[src/rtl/conv_pkg.sv]
// rtl/conv_pkg.sv - shared slot state encoding and defaults for conv_sched
package conv_pkg;

    localparam int DATA_W_DEF = 16;
    localparam int KSIZE_DEF  = 9;

    localparam logic [15:0] FP16_ZERO = 16'h0000;

    typedef enum logic [2:0] {
        SLOT_IDLE  = 3'd0,
        SLOT_START = 3'd1,
        SLOT_BUSY  = 3'd2,
        SLOT_DONE  = 3'd3,
        SLOT_CLR   = 3'd4
    } slot_state_t;

endpackage

[src/rtl/conv_sched_slot.sv]
// rtl/conv_sched_slot.sv - one engine slot: FSM, held operands, result capture
// Optional per-slot watchdog enabled by CONV_SCHED_TIMEOUT_EN.
module conv_sched_slot
    import conv_pkg::*;
#(
    parameter int DATA_W      = DATA_W_DEF,
    parameter int KSIZE       = KSIZE_DEF,
    parameter int TIMEOUT_CYC = 255
) (
    input  logic                    clk,
    input  logic                    rst_n,
    input  logic                    accept,
    input  logic                    retire,
    input  logic [KSIZE*DATA_W-1:0] job_im,
    input  logic [KSIZE*DATA_W-1:0] job_iw,
    input  logic [DATA_W-1:0]       job_ib,
    input  logic                    pe_valid,
    input  logic [DATA_W-1:0]       pe_om,
    output logic [2:0]              state,
    output logic [KSIZE*DATA_W-1:0] op_im,
    output logic [KSIZE*DATA_W-1:0] op_iw,
    output logic [DATA_W-1:0]       op_ib,
    output logic [DATA_W-1:0]       res,
    output logic                    err
);

    slot_state_t st;

`ifdef CONV_SCHED_TIMEOUT_EN
    localparam int CNT_W = $clog2(TIMEOUT_CYC + 1);
    logic [CNT_W-1:0] wd_cnt;
    logic             wd_err;
    assign err = wd_err;
`else
    logic unused_timeout;
    assign unused_timeout = (TIMEOUT_CYC != 0);
    assign err = 1'b0;
`endif

    assign state = st;

    // Operands load only on accept, so the engine sees them stable until CLR.
    always_ff @(posedge clk or negedge rst_n) begin
        if (!rst_n) begin
            st    <= SLOT_IDLE;
            op_im <= '0;
            op_iw <= '0;
            op_ib <= '0;
            res   <= DATA_W'(FP16_ZERO);
`ifdef CONV_SCHED_TIMEOUT_EN
            wd_cnt <= '0;
            wd_err <= 1'b0;
`endif
        end else begin
            case (st)
                SLOT_IDLE: begin
                    if (accept) begin
                        op_im <= job_im;
                        op_iw <= job_iw;
                        op_ib <= job_ib;
                        st    <= SLOT_START;
                    end
                end
                SLOT_START: begin
                    st <= SLOT_BUSY;
`ifdef CONV_SCHED_TIMEOUT_EN
                    wd_cnt <= '0;
`endif
                end
                SLOT_BUSY: begin
                    if (pe_valid) begin
                        res <= pe_om;
                        st  <= SLOT_DONE;
`ifdef CONV_SCHED_TIMEOUT_EN
                        wd_err <= 1'b0;
                    end else if (wd_cnt == CNT_W'(TIMEOUT_CYC - 1)) begin
                        res    <= DATA_W'(FP16_ZERO);
                        wd_err <= 1'b1;
                        st     <= SLOT_DONE;
                    end else begin
                        wd_cnt <= wd_cnt + 1'b1;
`endif
                    end
                end
                SLOT_DONE: begin
                    if (retire) st <= SLOT_CLR;
                end
                SLOT_CLR: st <= SLOT_IDLE;
                default:  st <= SLOT_IDLE;
            endcase
        end
    end

endmodule

[src/rtl/conv_sched.sv]
// rtl/conv_sched.sv - in-order round-robin scheduler over NUM_PE conv engines
// Watchdog per slot enabled by CONV_SCHED_TIMEOUT_EN.
module conv_sched
    import conv_pkg::*;
#(
    parameter int NUM_PE      = 4,
    parameter int DATA_W      = DATA_W_DEF,
    parameter int KSIZE       = KSIZE_DEF,
    parameter int TIMEOUT_CYC = 255
) (
    input  logic                           clk,
    input  logic                           rst_n,
    input  logic                           job_valid,
    output logic                           job_ready,
    input  logic [KSIZE*DATA_W-1:0]        job_im,
    input  logic [KSIZE*DATA_W-1:0]        job_iw,
    input  logic [DATA_W-1:0]              job_ib,
    output logic [NUM_PE*KSIZE*DATA_W-1:0] pe_im,
    output logic [NUM_PE*KSIZE*DATA_W-1:0] pe_iw,
    output logic [NUM_PE*DATA_W-1:0]       pe_ib,
    output logic [NUM_PE-1:0]              pe_start,
    output logic [NUM_PE-1:0]              pe_rst_n,
    input  logic [NUM_PE-1:0]              pe_valid,
    input  logic [NUM_PE*DATA_W-1:0]       pe_om,
    output logic                           res_valid,
    input  logic                           res_ready,
    output logic [DATA_W-1:0]              res_data,
    output logic                           res_err,
    output logic                           busy
);

    localparam int PTR_W = (NUM_PE > 1) ? $clog2(NUM_PE) : 1;

    logic [PTR_W-1:0]  wr_ptr, rd_ptr;
    logic [2:0]        st      [NUM_PE];
    logic [DATA_W-1:0] res_arr [NUM_PE];
    logic [NUM_PE-1:0] err_vec, busy_vec;
    logic              accept, retire;

    function automatic logic [PTR_W-1:0] ptr_next(input logic [PTR_W-1:0] p);
        return (p == PTR_W'(NUM_PE - 1)) ? '0 : p + 1'b1;
    endfunction

    assign job_ready = (st[wr_ptr] == SLOT_IDLE);
    assign res_valid = (st[rd_ptr] == SLOT_DONE);
    assign res_data  = res_arr[rd_ptr];
    assign res_err   = err_vec[rd_ptr];
    assign accept    = job_valid && job_ready;
    assign retire    = res_valid && res_ready;
    assign busy      = |busy_vec;

    always_ff @(posedge clk or negedge rst_n) begin
        if (!rst_n) begin
            wr_ptr <= '0;
            rd_ptr <= '0;
        end else begin
            if (accept) wr_ptr <= ptr_next(wr_ptr);
            if (retire) rd_ptr <= ptr_next(rd_ptr);
        end
    end

    for (genvar i = 0; i < NUM_PE; i++) begin : g_slot
        conv_sched_slot #(
            .DATA_W      (DATA_W),
            .KSIZE       (KSIZE),
            .TIMEOUT_CYC (TIMEOUT_CYC)
        ) u_slot (
            .clk      (clk),
            .rst_n    (rst_n),
            .accept   (accept && (wr_ptr == PTR_W'(i))),
            .retire   (retire && (rd_ptr == PTR_W'(i))),
            .job_im   (job_im),
            .job_iw   (job_iw),
            .job_ib   (job_ib),
            .pe_valid (pe_valid[i]),
            .pe_om    (pe_om[i*DATA_W +: DATA_W]),
            .state    (st[i]),
            .op_im    (pe_im[i*KSIZE*DATA_W +: KSIZE*DATA_W]),
            .op_iw    (pe_iw[i*KSIZE*DATA_W +: KSIZE*DATA_W]),
            .op_ib    (pe_ib[i*DATA_W +: DATA_W]),
            .res      (res_arr[i]),
            .err      (err_vec[i])
        );

        // Engine reset follows the global reset as well as the CLR pulse.
        assign pe_start[i] = (st[i] == SLOT_START);
        assign pe_rst_n[i] = rst_n && (st[i] != SLOT_CLR);
        assign busy_vec[i] = (st[i] != SLOT_IDLE);
    end

endmodule

[config.mk]
export PLATFORM = sky130hd
export DESIGN_NAME = conv_sched
export DESIGN_NICKNAME = d
export VERILOG_FILES = /design/src/rtl/conv_pkg.sv /design/src/rtl/conv_sched_slot.sv /design/src/rtl/conv_sched.sv
export SDC_FILE = /design/constraint.sdc
export NUM_CORES = 2
export LEC_CHECK = 0
export ABC_CLOCK_PERIOD_IN_PS = 4850
export BUFFER_PORTS_ARGS = -buffer_cell sky130_fd_sc_hd__buf_2
export CAP_MARGIN = 0
export CELL_PAD_IN_SITES_DETAIL_PLACEMENT = 1
export CELL_PAD_IN_SITES_GLOBAL_PLACEMENT = 1
export CORE_AREA = 2 2 632 634
export CTS_CLUSTER_SIZE = 30
export DETAILED_ROUTE_END_ITERATION = 12
export DIE_AREA = 0 0 634 636
export PLACE_DENSITY_LB_ADDON = 0.1
export SLEW_MARGIN = 20
export SYNTH_ARGS = -nofsm -noshare
export SYNTH_HDL_FRONTEND = slang
export SYNTH_HIERARCHICAL = 1
export SYNTH_SLANG_ARGS = --single-unit
[constraint.sdc]
create_clock -name clk -period 4.85 [get_ports clk]
set_input_delay 0.7275 -clock clk [delete_from_list [all_inputs] [get_ports clk]]
set_output_delay 0.7275 -clock clk [all_outputs]
set_load 0.02 [all_outputs]
Word-level counts from Yosys, hierarchy flattened
Cells that the tools add are included.
Storage, ports and cells
  output and inout port bits: 1244
  register bits: 1296
  logic and storage cells: 131
Cells by class
  magnitude comparators: 3
  reductions and logical operators: 38
  bitwise operators: 2
  multiplexer cells: 29
  $add $sub $neg: 2
  equality and inequality tests: 35
Operators with widths (number)
  two-way mux 3 bit: 16
  case mux 3 bit (4 select lines): 4
  binary-select mux 16 bit (select 2 bit): 1
  two-way mux 16 bit: 2
  equality test 3 x 2 -> 1 bit (second input constant): 9
  inequality test 2 x 1 -> 1 bit (second input constant): 8
  AND reduction 2 bit: 8
  logical NOT 3 bit: 5
  logical AND 1 bit: 14
  binary-select mux 3 bit (select 2 bit): 2
  equality test 3 x 1 -> 1 bit (second input constant): 4
  inequality test 3 bit (second input constant): 4
  AND reduction 3 bit: 4
  nonzero test 3 bit: 4
  equality test 2 bit (second input constant): 4
  inequality test 2 bit (second input constant): 4
  greater-or-equal comparator 3 bit (second input constant): 2
  NOT 2 -> 3 bit: 2
  adder 2 x 1 -> 2 bit (second input constant): 2
  equality test 2 x 1 -> 1 bit (second input constant): 2
  logical NOT 2 bit: 2
  two-way mux 2 bit: 2
  OR reduction 4 bit: 1
  less-than comparator 2 x 3 -> 1 bit (second input constant): 1
  2 further kinds: 2

Depth between registers and ports, before layout
  word-level depth: 9
  depth in mapped cells: 10
  gate-level depth less buffers: 7

Hierarchy
Netlist, hierarchy kept.
Modules (own cells, without submodules)
  conv_sched_slot: instances 4, cells each 691, area each 13377.8 um^2, sequential area each 8082.8 um^2
  conv_sched: instances 1, cells each 90, area each 984.7 um^2, sequential area each 100.1 um^2

Worst setup path after synthesis
No wires, ideal clock.
  kind: register to register
  from: register g_slot[2].u_slot.st[0]
  to: register g_slot[1].u_slot.op_im[0]
  data required time: 4.725 ns
  setup time: 0.125 ns
  path slack: 2.075 ns
  arrival: 2.650 ns
  cell stages (with the launch flop): 11
  path through: dfrtp_1 -> nor3_1 -> mux2i_1 -> mux2i_1 -> and3_1 -> nor2b_2 -> nor3b_2 -> buf_6 -> buf_12 -> buf_12 -> mux2_4
On the way
  cells in the longest elaborated chain, start to end: 7
RTL lines
  start, declared: RTL line conv_sched_slot.sv:27  | slot_state_t st;
  start signal, assigned: RTL line conv_sched_slot.sv:45  | st <= SLOT_IDLE;
  start signal, assigned: RTL line conv_sched_slot.sv:61  | st <= SLOT_START;
  start signal, assigned: RTL line conv_sched_slot.sv:65  | st <= SLOT_BUSY;
  binary-select mux 3 bit (select 2 bit): RTL line conv_sched.sv:44  | assign job_ready = (st[wr_ptr] == SLOT_IDLE);
  two-way mux 3 bit (implied by the code) (2 in a row): RTL line conv_sched.sv:44
  logical NOT 3 bit: RTL line conv_sched.sv:44
  via job_ready: RTL line conv_sched.sv:14  | output logic job_ready,
  logical AND 1 bit: RTL line conv_sched.sv:48  | assign accept = job_valid && job_ready;
  logical AND 1 bit: RTL line conv_sched.sv:70  | .accept (accept && (wr_ptr == PTR_W'(i))),
  AND reduction 2 bit (no source line)
  end signal, assigned: RTL line conv_sched_slot.sv:58  | op_im <= job_im;
  end, declared: RTL line conv_sched_slot.sv:20  | output logic [KSIZE*DATA_W-1:0] op_im,
The timed path passes the listed nets, and every way through them passes these cells. The select of a mux whose other input is x is not followed.
A chain may end at the register's enable or synchronous reset.

Worst setup path after layout
  from: register g_slot[2].u_slot.st[0]
  to: register g_slot[3].u_slot.op_im[99]
On the way
  cells in the longest elaborated chain, start to end: 7
RTL lines (RTL line)
  binary-select mux 3 bit (select 2 bit): conv_sched.sv:44
  two-way mux 3 bit (implied by the code) (2 in a row): conv_sched.sv:44
  logical NOT 3 bit: conv_sched.sv:44
  logical AND 1 bit: conv_sched.sv:48
  logical AND 1 bit: conv_sched.sv:70
  AND reduction 2 bit (no source line)
  end signal, assigned: conv_sched_slot.sv:58
  end, declared: conv_sched_slot.sv:20
Every way passes these cells. The select of a mux whose other input is x is not followed.

==> key figures <==
STA
  – Worst-margin pin slew: 0.941 ns
  – F_max: 270 MHz
  – RSZ-0062 raised after global routing: no
  – Skew final: 0.0741 ns
  – Final hold vios: 0
  – WHS: 0.137 ns
  – Fin crit share: 0.763
  – Final setup viols: 0
  – Fin Setup TNS: 0 ns
  – Relative slew slack: 0.373
  – Min Tclk post-route: 3.70 ns
  – Final Max Tran Viols: 0

Clocking
  – CTS buffer count: 182
  – Clock Tree Root: clkbuf_16
  – Clock Latency Late Sink: 0.88 ns
  – CTS Buffer Depth: 4
  – CTS sink cnt: 1296
  – Post-CTS setup buffer count: 0
  – CTS tree: yes
  – Worst-path clk slew: 0.06 ns
  – # H-tree levels: 4
  – CTS resizes: 0

Worst setup path
  – Setup CP Type: reg2reg
  – Critical path arrival: 4.40 ns
  – Crit-path most repeated cell: mux2i_1
  – Crit path required time: 5.55 ns
  – Biggest cell delay along the critical path: 0.52 ns
  – CP max-delay cell: dfrtp_1
  – CP Launch Type: flip-flop
  – Critical Path Sink Type: flip-flop
  – CP max FO: 36
  – Cell Chain, Critical Path: nor3_1, mux2i_1, mux2i_1, and3_1, nor2b_2, nor3b_4, buf_12, buf_4, mux2_4

GRT
  – First-pass GRT wire length: 358 mm
  – Remaining global-route overflow: 0
  – Vias in the first global route: 36041
  – Total Routing Usage GR: 0.130
  – Initial antenna violation count: 113
  – Largest net degree at the start of global routing: 142

Pwr
  – Combinational share of power: 0.225
  – Worst ir drop on vdd: 0.251 mV
  – Leakage: 0.0370 uW
  – Psw: 11300 uW
  – Int Pwr: 23500 uW
  – Switching Fraction: 0.324
  – Clock share of power: 0.388
  – Flop pwr share: 0.387
  – PwrDens: 469 nW/um2

Floorplan
  – # IOs: 1620
  – Core ar.: 397000 um2
  – Die width: 634 um
  – Initial Utilization: 0.137
  – Die area: 403000 um2
  – Cell Rows: 232
  – Chip height: 636 um

Finish
  – Layout cell share with drive strength beyond 1: 0.690
  – Layout net count: 5027
  – Fillers: 44218
  – Sequential cell area: 32400 um2
  – Multi-input logic area: 19500 um2
  – Util after Layout: 0.187
  – Area delta synth->final: 36.2%

Synth
  – Post-Synthesis Cells: 2854
  – Post-Syn Nets: 3238
  – Post-Syn Area: 54500 um2
  – Most frequent cell after synthesis: dfrtp_1
  – Synth cell types: 43
  – Yosys Warn Count: 6
  – FFs w/ async S/R, synth: 1.00
  – EDFF count, synth: 0
  – Share of the synthesized area in the top cell type: 0.595
  – Yosys top cell by area: dfrtp_1
  – Most frequent cells after synthesis: dfrtp_1 (1296), mux2_4 (1040), mux2_2 (241), buf_12 (112), buf_4 (24)
  – Post-synthesis sequential area ratio: 0.595
  – Seq cells post-synth: 1296
  – Largest cells by area after synthesis: dfrtp_1 (60%), mux2_4 (29%), mux2_2 (5.0%)
  – Mean Syn Cell Area: 19.1 um2
  – Primary FF master, synth: dfrtp_1

Place
  – DP HPWL: 206 mm
  – I/O Buffers: 1618
  – Routability Congestion: 0.752

Job
  – Max capacitance violation total: 0

Detailed routing
  – 1st-pass router iterations: 4
  – DRT iter0 DRCs: 1233
  – Residual DRC: 0
  – Vias: 32822
  – WL/cell: 26.8 um
  – Final WL: 270 mm
  – Post-DR vias/cell: 3.26
  – Detail Route Antenna Nets: 0

Status
  – Outcome: finished, final reports clean

Hold path
  – Tightest Hold Check Type: in2reg
-- power by group through the flow --
stage          clock network [uW]  logic, uW  registers, uW
5_1_grt                     14600       8300          13700
3_5_place_dp                    0       8020          13700
3_3_place_gp                    0       8030          13700
4_1_cts                     14300       8080          13500
6_report                    13500       7840          13500
2_1_floorplan                   0       2720          15000
-- cells in the final DEF (no fill, tap or decap), types with 3 or more instances in the layout --
master,n
o211a_1,4
mux2_2,241
clkinv_2,16
nor3_4,4
dfrtp_1,1295
buf_12,39
inv_1,10
clkbuf_1,49
and3_1,4
buf_2,1617
or2b_1,4
nor3b_4,4
clkinv_16,3
nor3b_1,7
clkbuf_16,186
nand2_1,5
nor2b_2,4
ha_1,8
o21ai_0,4
mux2i_1,3
a211oi_1,4
inv_6,3
mux4_2,17
conb_1,4
nor3_1,4
diode_2,22
buf_4,54
and2_1,4
clkbuf_8,51
a21boi_0,4
nand3_1,4
nor2_1,12
mux2_4,1040
dlygate4sd3_1,43
-- stage by stage --
| step | area, um2 | setup WS (ns) | instances | power (uW) |
|---|---|---|---|---|
| floorplan | 54500 | 2.07 | 2854 | 17700 |
| global placement | 67900 | 1.16 | 9681 | 21700 |
| detailed placement | 67900 | 1.16 | 9681 | 21700 |
| CTS | 74200 | 0.981 | 10040 | 35800 |
| global route | 74200 | 0.834 | 10050 | 36600 |
| finish | 74200 | 1.15 | 10062 | 34800 |
-- sequential cells by signal (all words and copies together) (netlist names) --
signal	cells
g_slot.u_slot/op_im	576
g_slot.u_slot/op_ib	64
g_slot.u_slot/state	12
g_slot.u_slot/res	64
g_slot.u_slot/op_iw	576
wr_ptr	2
rd_ptr	2
-- repair_timing --
action                                  4_1_cts  5_1_grt
endpoints found under the hold margin       100        0
hold buffers                                 43        0
endpoints found under the setup margin        0        0
-- layer usage --
metal / GRT usage / vias to the layer above / routed length [um]
met2: 0.224 / 1228 / 134000
li1: - / 13716 / -
met5: 0 / - / 278
met4: 0.0435 / 42 / 9600
met1: 0.144 / 17375 / 102000
met3: 0.0505 / 461 / 23900
-- cell families (layout without fill, tap and decap cells) --
logic type / after synthesis / in the layout / synth area share
fa+ha+maj: 8 / 8 / 0.00184
mux: 1301 / 1301 / 0.344
simple gates: 65 / 65 / 0.00808
flops: 1296 / 1296 / 0.595
buf+inv: 158 / 2079 / 0.0476
compound gates: 22 / 22 / 0.00317
other cells: 4 / 26 / 0.000275
-- area by class of cell --
| cell class | instances | area share |
|---|---|---|
| well taps | 5265 | 0.0887 |
| clock inverters | 30 | 0.00464 |
| inverters | 10 | 0.000506 |
| clock buffers | 286 | 0.0746 |
| diodes | 22 | 0.000742 |
| repair buffers | 1753 | 0.131 |
| flip-flops and latches | 1296 | 0.437 |
| multi-input cells | 1400 | 0.263 |
-- worst max-delay path, delay by kind of cell (launching register included) --
kind / cells / cell delay [ns]
flip-flops: 1 / 0.52
AND/OR/NAND/NOR: 4 / 1.15
buffers and inverters: 2 / 0.73
multiplexers: 3 / 0.91
-- path summary, 6_finish.rpt --
| check | slack (ns) | cells after the start | start | end |
|---|---|---|---|---|
| worst max register to register | 1.15 | 9 | g_slot[2].u_slot/state[0] | g_slot[3].u_slot/op_im[99] |
| max in group asynchronous | 2.62 | 4 | rst_n | g_slot[0].u_slot/op_iw[141] |
| min in group asynchronous | 0.44 | 2 | rst_n | g_slot[3].u_slot/res[3] |
| worst min-delay path | 0.14 | 2 | pe_om[54] | g_slot[3].u_slot/res[6] |
| worst max-delay path | 1.15 | 9 | g_slot[2].u_slot/state[0] | g_slot[3].u_slot/op_im[99] |
| worst min register to register | 0.50 | 1 | g_slot[3].u_slot/op_iw[1] | g_slot[3].u_slot/op_iw[1] |
No activity file was read; power rests on OpenSTA's default activity.
